===== src/rtl/seg_pattern_decoder.sv =====
// seg_pattern_decoder
// Decodes a stream of active-low seven-segment patterns back into hex digits
// and packs them right-aligned into a frame. A blank pattern closes the frame,
// which is then held until the consumer takes it.
//
// Ports:
//   clk         system clock, rising edge
//   rst         synchronous active-high reset
//   in_valid    in_seg valid this cycle
//   in_ready    decoder accepts a pattern (COLLECT state)
//   in_seg      active-low pattern, bit0=a .. bit6=g, bit7=dp
//   out_valid   frame available (HOLD state)
//   out_ready   consumer takes the frame
//   out_digits  packed digits, [3:0] is the most recent
//   out_dp      dp flag per digit, bit0 pairs with out_digits[3:0]
//   out_count   number of digits in the frame
//   out_err     frame saw an illegal pattern, overflow or orphan dp
module seg_pattern_decoder #(
  parameter int NDIG = 4
) (
  input  logic              clk,
  input  logic              rst,
  input  logic              in_valid,
  output logic              in_ready,
  input  logic [7:0]        in_seg,
  output logic              out_valid,
  input  logic              out_ready,
  output logic [4*NDIG-1:0] out_digits,
  output logic [NDIG-1:0]   out_dp,
  output logic [3:0]        out_count,
  output logic              out_err
);

  localparam logic [0:0] S_COLLECT = 1'b0;
  localparam logic [0:0] S_HOLD    = 1'b1;

  localparam logic [3:0] NDIG_CNT  = 4'(NDIG);
  localparam logic [7:0] PAT_DP    = 8'h7F;
  localparam logic [7:0] PAT_BLANK = 8'hFF;

  logic [0:0]        state;
  logic              hit;
  logic [3:0]        code;
  logic [4*NDIG-1:0] digits_next;
  logic [NDIG-1:0]   dp_next;

  // Segment-to-hex lookup; dp bit is handled separately.
  always_comb begin
    hit  = 1'b1;
    code = 4'h0;
    case (in_seg[6:0])
      7'h40: code = 4'h0;
      7'h79: code = 4'h1;
      7'h24: code = 4'h2;
      7'h30: code = 4'h3;
      7'h19: code = 4'h4;
      7'h12: code = 4'h5;
      7'h02: code = 4'h6;
      7'h78: code = 4'h7;
      7'h00: code = 4'h8;
      7'h10: code = 4'h9;
      7'h08: code = 4'hA;
      7'h03: code = 4'hB;
      7'h46: code = 4'hC;
      7'h21: code = 4'hD;
      7'h06: code = 4'hE;
      7'h0E: code = 4'hF;
      default: hit = 1'b0;
    endcase
  end

  // Shift-in written as shift-then-overwrite so NDIG=1 needs no empty slice.
  always_comb begin
    digits_next      = out_digits << 4;
    digits_next[3:0] = code;
    dp_next          = out_dp << 1;
    dp_next[0]       = ~in_seg[7];
  end

  assign in_ready  = (state == S_COLLECT);
  assign out_valid = (state == S_HOLD);

  always_ff @(posedge clk) begin
    if (rst) begin
      state      <= S_COLLECT;
      out_digits <= '0;
      out_dp     <= '0;
      out_count  <= '0;
      out_err    <= 1'b0;
    end else if (state == S_COLLECT) begin
      if (in_valid) begin
        if (hit) begin
          out_digits <= digits_next;
          out_dp     <= dp_next;
          if (out_count == NDIG_CNT)
            out_err <= 1'b1;          // oldest digit shifted out
          else
            out_count <= out_count + 4'd1;
        end else if (in_seg == PAT_DP) begin
          if (out_count == 4'd0)
            out_err <= 1'b1;          // dp with no digit to attach to
          else
            out_dp[0] <= 1'b1;
        end else if (in_seg == PAT_BLANK) begin
          // Leading blanks are skipped; an error-only frame is still reported.
          if ((out_count != 4'd0) || out_err)
            state <= S_HOLD;
        end else begin
          out_err <= 1'b1;
        end
      end
    end else begin
      if (out_ready) begin
        state      <= S_COLLECT;
        out_digits <= '0;
        out_dp     <= '0;
        out_count  <= '0;
        out_err    <= 1'b0;
      end
    end
  end

endmodule


===== config.mk =====
export PLATFORM = sky130hd
export DESIGN_NAME = seg_pattern_decoder
export DESIGN_NICKNAME = d
export VERILOG_FILES = /design/src/rtl/seg_pattern_decoder.sv
export SDC_FILE = /design/constraint.sdc
export NUM_CORES = 1
export LEC_CHECK = 0
export ABC_AREA = 1
export CAP_MARGIN = 25
export CORE_ASPECT_RATIO = 1.2
export CORE_MARGIN = 8
export CORE_UTILIZATION = 52
export CTS_CLUSTER_DIAMETER = 150
export DETAILED_ROUTE_END_ITERATION = 16
export PLACE_DENSITY = 0.86
export SLEW_MARGIN = 30
export SYNTH_ARGS = -nofsm -noshare
export SYNTH_HDL_FRONTEND = slang
export SYNTH_SLANG_ARGS = --single-unit

===== constraint.sdc =====
create_clock -name clk -period 2.4 [get_ports clk]
set_clock_uncertainty 0.1 [all_clocks]
set_input_delay 0.48 -clock clk [delete_from_list [all_inputs] [get_ports clk]]
set_output_delay 0.48 -clock clk [all_outputs]
set_load 0.02 [all_outputs]

==> impl_metrics.ini, run 1 <==
[run_status]
status = finished, final reports clean

[yosys]
netlist_instances = 256
synth.top_cell.area_share_pct = 34.2
synth.avg_cell_area_um2 = 5.94
synthFlopType = dfxtp_1
async_reset_ff_share_pct = 0
yosysSeqAreaShare_pct = 34.2
synth_edf_count = 0
synth.distinct_cells = 25
synthTopCellsByArea = dfxtp_1, nand2_1, nor2_1, inv_1, nand3_1
synth_warnings = 0
synth.largest_area_cell = dfxtp_1
synth_area_um2 = 1520
synth_seq_cells = 26
synth_fp_nets = 270

[power]
internal_power_w = 0.000608
power.switching_w = 0.000246
pwr-share-seq_pct = 54.5
combPwrFrac_pct = 24.6
swShare_pct = 28.8
finalPower_w = 0.000854
p_leak_nw = 0.945
vdd_drop_max_mv = 0.302
p_per_area_nw_per_um2 = 416
clkPwrFrac_pct = 20.8

[clock_tree]
clock_sinks = 26
clk_pin_slew_ns = 0.12
cts_tree = built
cts-root-buf = clkbuf_4
insertion_delay_ns = 0.31
cts_resized = 0
post_cts_buffers = 0
clockBufferDepth = 2
cts_hold_buf = 0
numCtsBuffers = 3
cts-htree-levels = 1

[drt]
wl_um = 3530
drt_iter0_drc = 114
firstDrtPassIters = 4
drt_drc_violations_left = 0
routedWlPerCell_um = 10.4
vias = 1663
vias_per_cell = 4.92
ant_nets = 0

[worst_setup_path]
r2r_start = out_count[0]$_SDFFE_PP0P_
arrival_ns = 2.29
start_kind = input port
critPathKind = input port to flip-flop
r2r_slack_ns = 0.61
crit_path_max_fanout = 17
cp.required_ns = 2.52
reg2reg_to = out_count[0]$_SDFFE_PP0P_
reg2reg_depth = 10
cp-end-kind = flip-flop

[placed_design]
port_buffers = 38
numPlacedInstances = 335
routabilityCongestion = 0.933
place_area_um2 = 2030
dpl.hpwl_um = 2820

[flow_run]
max_cap_viol_count = 0

[sta]
setup_viol = 0
tightestPinTransition_ns = 0.581
fin_crit_ns = 2.17
relSlewSlack_pct = 61.2
fmax_mhz = 461
period_share_pct = 90.4
rsz0062_at_grt = false
hold_violations = 0
drv_slew = 0

[final_layout]
fill_cells = 267
fin_area_um2 = 2050
drive_gt1_share_pct = 9.54
area.growth.synth_to_final_pct = 35.0
antenna-diode-count = 0
instances_no_fill = 338
final_common_cell = nand2_1
nNetsFinal = 320
final_cell_mix = nand2_1, nor2_1, clkdlybuf4s50_1, dfxtp_1, inv_1

[worst_hold_path]
hp-class = flip-flop to flip-flop
whs_path_depth = 2
worstHoldStart = out_digits[13]$_SDFFE_PP0P_
hold_path_end = out_digits[13]$_SDFFE_PP0P_

[grt]
grt_usage_pct = 15.2
antenna_found_initial = 0
grt_pass1_vias = 1487
grt_pass1_wl_um = 6090
grt_max_degree = 22
grt.overflow.total = 0

[die]
die_y_um = 75.2
die_x_um = 65.4
fp.dieArea_um2 = 4920
coreArea_um2 = 2790
io_pins = 39
rows = 21
initial_core_util_pct = 54.6
## state kept, by name, indices dropped and copies added (netlist names)
signal / cells
out_count: 4
out_digits: 16
out_dp: 4
out_err: 1
out_valid: 1
## metal layers
layer	up-vias	GRT usage, %	share of wire, %
li1	889	-	-
met1	723	16.9	43
met2	43	27.3	49
met3	8	2.08	5.1
met4	0	8.25	2.9
met5	-	0	0
## Yosys cell counts, types with 2 or more instances
cell and number:
nand2_1 79, nor2_1 72, dfxtp_1 26, inv_1 20, nand3_1 11, a21oi_1 9
nand4_1 6, o21ai_0 6, nor2_2 4, clkbuf_1 3, buf_2 2, buf_6 2
ha_1 2, inv_2 2, xor2_1 2
## cell type report
class | instances | area [um2] | share of cell area [%]
Multi-Input combinational cell | 199 | 860 | 41.9
Inverter | 23 | 88.8 | 4.33
Timing Repair Buffer | 53 | 518 | 25.2
Clock buffer | 3 | 22.5 | 1.10
Tap cell | 34 | 42.5 | 2.07
Sequential cell | 26 | 520 | 25.4
## how the worst max path moves through the flow
stage / from / cells after the start / to
6_report: in_seg[0] / 14 / out_digits[5]$_SDFFE_PP0P_
5_1_grt: in_seg[1] / 14 / out_digits[5]$_SDFFE_PP0P_
4_1_cts: out_valid$_SDFF_PP0_ / 2 / in_ready
3_5_place_dp: in_seg[0] / 14 / out_digits[5]$_SDFFE_PP0P_
3_3_place_gp: in_seg[0] / 14 / out_dp[3]$_SDFFE_PP0P_
2_1_floorplan: in_seg[0] / 13 / out_digits[6]$_SDFFE_PP0P_
## per-stage QoR
step | worst slack [ns] | setup TNS, ns | hold WS (ns) | util [%]
2_1_floorplan | 0.645 | 0 | 0.442 | -
3_3_place_gp | -0.0385 | -0.530 | 0.362 | 72.9
3_5_place_dp | -0.0873 | -0.951 | 0.371 | 72.9
4_1_cts | 0.243 | 0 | 0.394 | 73.7
5_1_grt | 0.0452 | 0 | 0.410 | 73.7
6_report | 0.230 | 0 | 0.392 | 73.7
## power groups by stage
stage                     clock network [W]   logic, W  registers, W
final                              0.000178   0.000210      0.000465
after global routing               0.000197   0.000234      0.000469
after CTS                          0.000185   0.000212      0.000466
after detailed placement                  0   0.000211      0.000476
after global placement                    0   0.000208      0.000475
after floorplan                           0  0.0000921      0.000499
## worst max-delay path, cell delays in order
cell and delay [ns]:
clkdlybuf4s50_1 0.49, nor2_1 0.31, nand2_2 0.10, nor2_1 0.16
nor2_2 0.07, nand2_1 0.09, nor2_2 0.06, nand3_2 0.08
nand2_4 0.07, inv_4 0.08, buf_12 0.13, nand2_1 0.05
nand2_1 0.06, nor2_1 0.05
## cell families (layout without fill, tap and decap cells)
group	Yosys count	count (layout)	share of synthesized area (%)
DFF	26	26	34.2
buffers and inverters	31	79	9.22
xor gates and xnor gates	2	2	1.15
AOI/OAI and AO/OA	17	17	5.76
and+or+nand+nor	178	178	48.0
adders and majority gates	2	2	1.65
(Power assumes the default switching activity.)
==> run 2: changes to the inputs <==
--- a/config.mk
+++ b/config.mk
@@ -9,10 +9,11 @@
 export CAP_MARGIN = 25
 export CORE_ASPECT_RATIO = 1.2
 export CORE_MARGIN = 8
-export CORE_UTILIZATION = 52
+export CORE_UTILIZATION = 65
 export CTS_CLUSTER_DIAMETER = 150
 export DETAILED_ROUTE_END_ITERATION = 16
-export PLACE_DENSITY = 0.86
+export DONT_BUFFER_PORTS = 1
+export PLACE_DENSITY = 0.83
 export SLEW_MARGIN = 30
 export SYNTH_ARGS = -nofsm -noshare
 export SYNTH_HDL_FRONTEND = slang
==> impl_metrics.ini, run 2 (synthesis gave the netlist of run 1 again) <==
[worst_setup_path]
critPathKind = flip-flop to flip-flop
start_kind = flip-flop
cp-end-kind = flip-flop
cp.required_ns = 2.51
crit_path_max_fanout = 5
arrival_ns = 1.96

[drt]
ant_nets = 0
drt_iter0_drc = 63
vias_per_cell = 5.11
drt_drc_violations_left = 0
wl_um = 3270
firstDrtPassIters = 4
dr_wl_met3_um = 292
routed.top_layer = met4
vias = 1457
met1_length_um = 1380
dr_wl_met2_um = 1520
routedWlPerCell_um = 11.5

[grt]
grt.overflow.total = 0
grt_usage_pct = 17.1
grt_max_degree = 34
antenna_found_initial = 0
grt_pass1_vias = 1370
grt_pass1_wl_um = 5520

[clock_tree]
numCtsBuffers = 3
cts_tree = built
cts-htree-levels = 1
clk_pin_slew_ns = 0.13
post_cts_buffers = 0
clockBufferDepth = 2
cts_hold_buf = 0
cts-root-buf = clkbuf_4
insertion_delay_ns = 0.31
clock_sinks = 26
cts_resized = 0

[sta]
setup_viol = 0
tightestPinTransition_ns = 0.598
relSlewSlack_pct = 60.1
rsz0062_at_grt = false
period_share_pct = 76.9
hold_slack_ns = 0.114
tns_ns = 0
fmax_mhz = 542
hold_violations = 0
fin_crit_ns = 1.85
drv_slew = 0

[die]
die_x_um = 60.1
die_y_um = 69.0
coreArea_um2 = 2260
rows = 19
initial_core_util_pct = 67.3
io_pins = 39
fp.dieArea_um2 = 4150

[placed_design]
dpl.hpwl_um = 2510
port_buffers = 0
place_area_um2 = 1530
numPlacedInstances = 282
routabilityCongestion = 0.860

[power]
combPwrFrac_pct = 13.7
vdd_drop_max_mv = 0.380
p_per_area_nw_per_um2 = 495
clkPwrFrac_pct = 22.4
internal_power_w = 0.000548
swShare_pct = 28.7
p_leak_nw = 0.744
pwr-share-seq_pct = 64.0
power.switching_w = 0.000220

[final_layout]
largest-register = out_digits
area.growth.synth_to_final_pct = 2.14
largest_register_ffs = 16
instances_no_fill = 285
antenna-diode-count = 0
nNetsFinal = 270
final_common_cell = nand2_1
reg_top3 = out_digits (16), out_count (4), out_dp (4)
final_util_pct = 68.8
fin_area_um2 = 1550
final_cell_mix = nand2_1, nor2_1, dfxtp_1, inv_1, nand3_1
drive_gt1_share_pct = 6.69

[run_status]
status = finished, final reports clean

[flow_run]
max_cap_viol_count = 0

[worst_hold_path]
hp-class = input port to flip-flop
-- run 2: changes by cell type in the layout (fill, tap and decap cells not counted) --
cell / change
buf_4: -10
clkdlybuf4s50_1: -38
buf_12: -2
-- run 2: power groups by stage --
| stage | sequential, W | combinational, W | clock, W |
|---|---|---|---|
| after floorplan | 0.000499 | 0.0000921 | 0 |
| after global placement | 0.000502 | 0.000104 | 0 |
| after detailed placement | 0.000502 | 0.000105 | 0 |
| after CTS | 0.000492 | 0.000106 | 0.000183 |
| after global routing | 0.000495 | 0.000124 | 0.000194 |
| final | 0.000491 | 0.000105 | 0.000172 |
-- run 2: worst max-delay path, cell delays in order, from the launching register on --
cell,delay (ns)
dfxtp_1,0.52
inv_1,0.08
ha_1,0.18
inv_1,0.07
nor2_1,0.04
nand2_1,0.08
inv_1,0.04
a21oi_1,0.22
nand2_1,0.18
o21ai_0,0.19
nor2_1,0.05
-- run 2: final timing paths --
path,start,endpoint,slack (ns),depth (start not counted)
min reg2reg,out_err$_SDFFE_PP0P_,out_err$_SDFFE_PP0P_,0.48,2
max,out_count[1]$_SDFFE_PP0P_,out_count[0]$_SDFFE_PP0P_,0.55,10
max reg2reg,out_count[1]$_SDFFE_PP0P_,out_count[0]$_SDFFE_PP0P_,0.55,10
min,rst,out_digits[2]$_SDFFE_PP0P_,0.11,1
-- run 2: layout make-up --
type	instances	area, um2
Sequential cell	26	520
Fill cell	228	706
Tap cell	31	38.8
Clock buffer	3	22.5
Multi-Input combinational cell	199	860
Inverter	23	88.8
Timing Repair Buffer	3	22.5
-- run 2: metrics by stage --
step / total power, W / setup slack [ns]
2_1_floorplan: 0.000591 / 0.645
3_3_place_gp: 0.000606 / 0.390
3_5_place_dp: 0.000607 / 0.355
4_1_cts: 0.000781 / 0.544
5_1_grt: 0.000813 / 0.315
6_report: 0.000768 / 0.554
-- run 2: routing by layer --
| metal | GRT usage, % | up-vias |
|---|---|---|
| met3 | 4.27 | 7 |
| li1 | - | 784 |
| met2 | 29.7 | 40 |
| met1 | 18.4 | 626 |
| met4 | 10.1 | 0 |
| met5 | 0 | - |
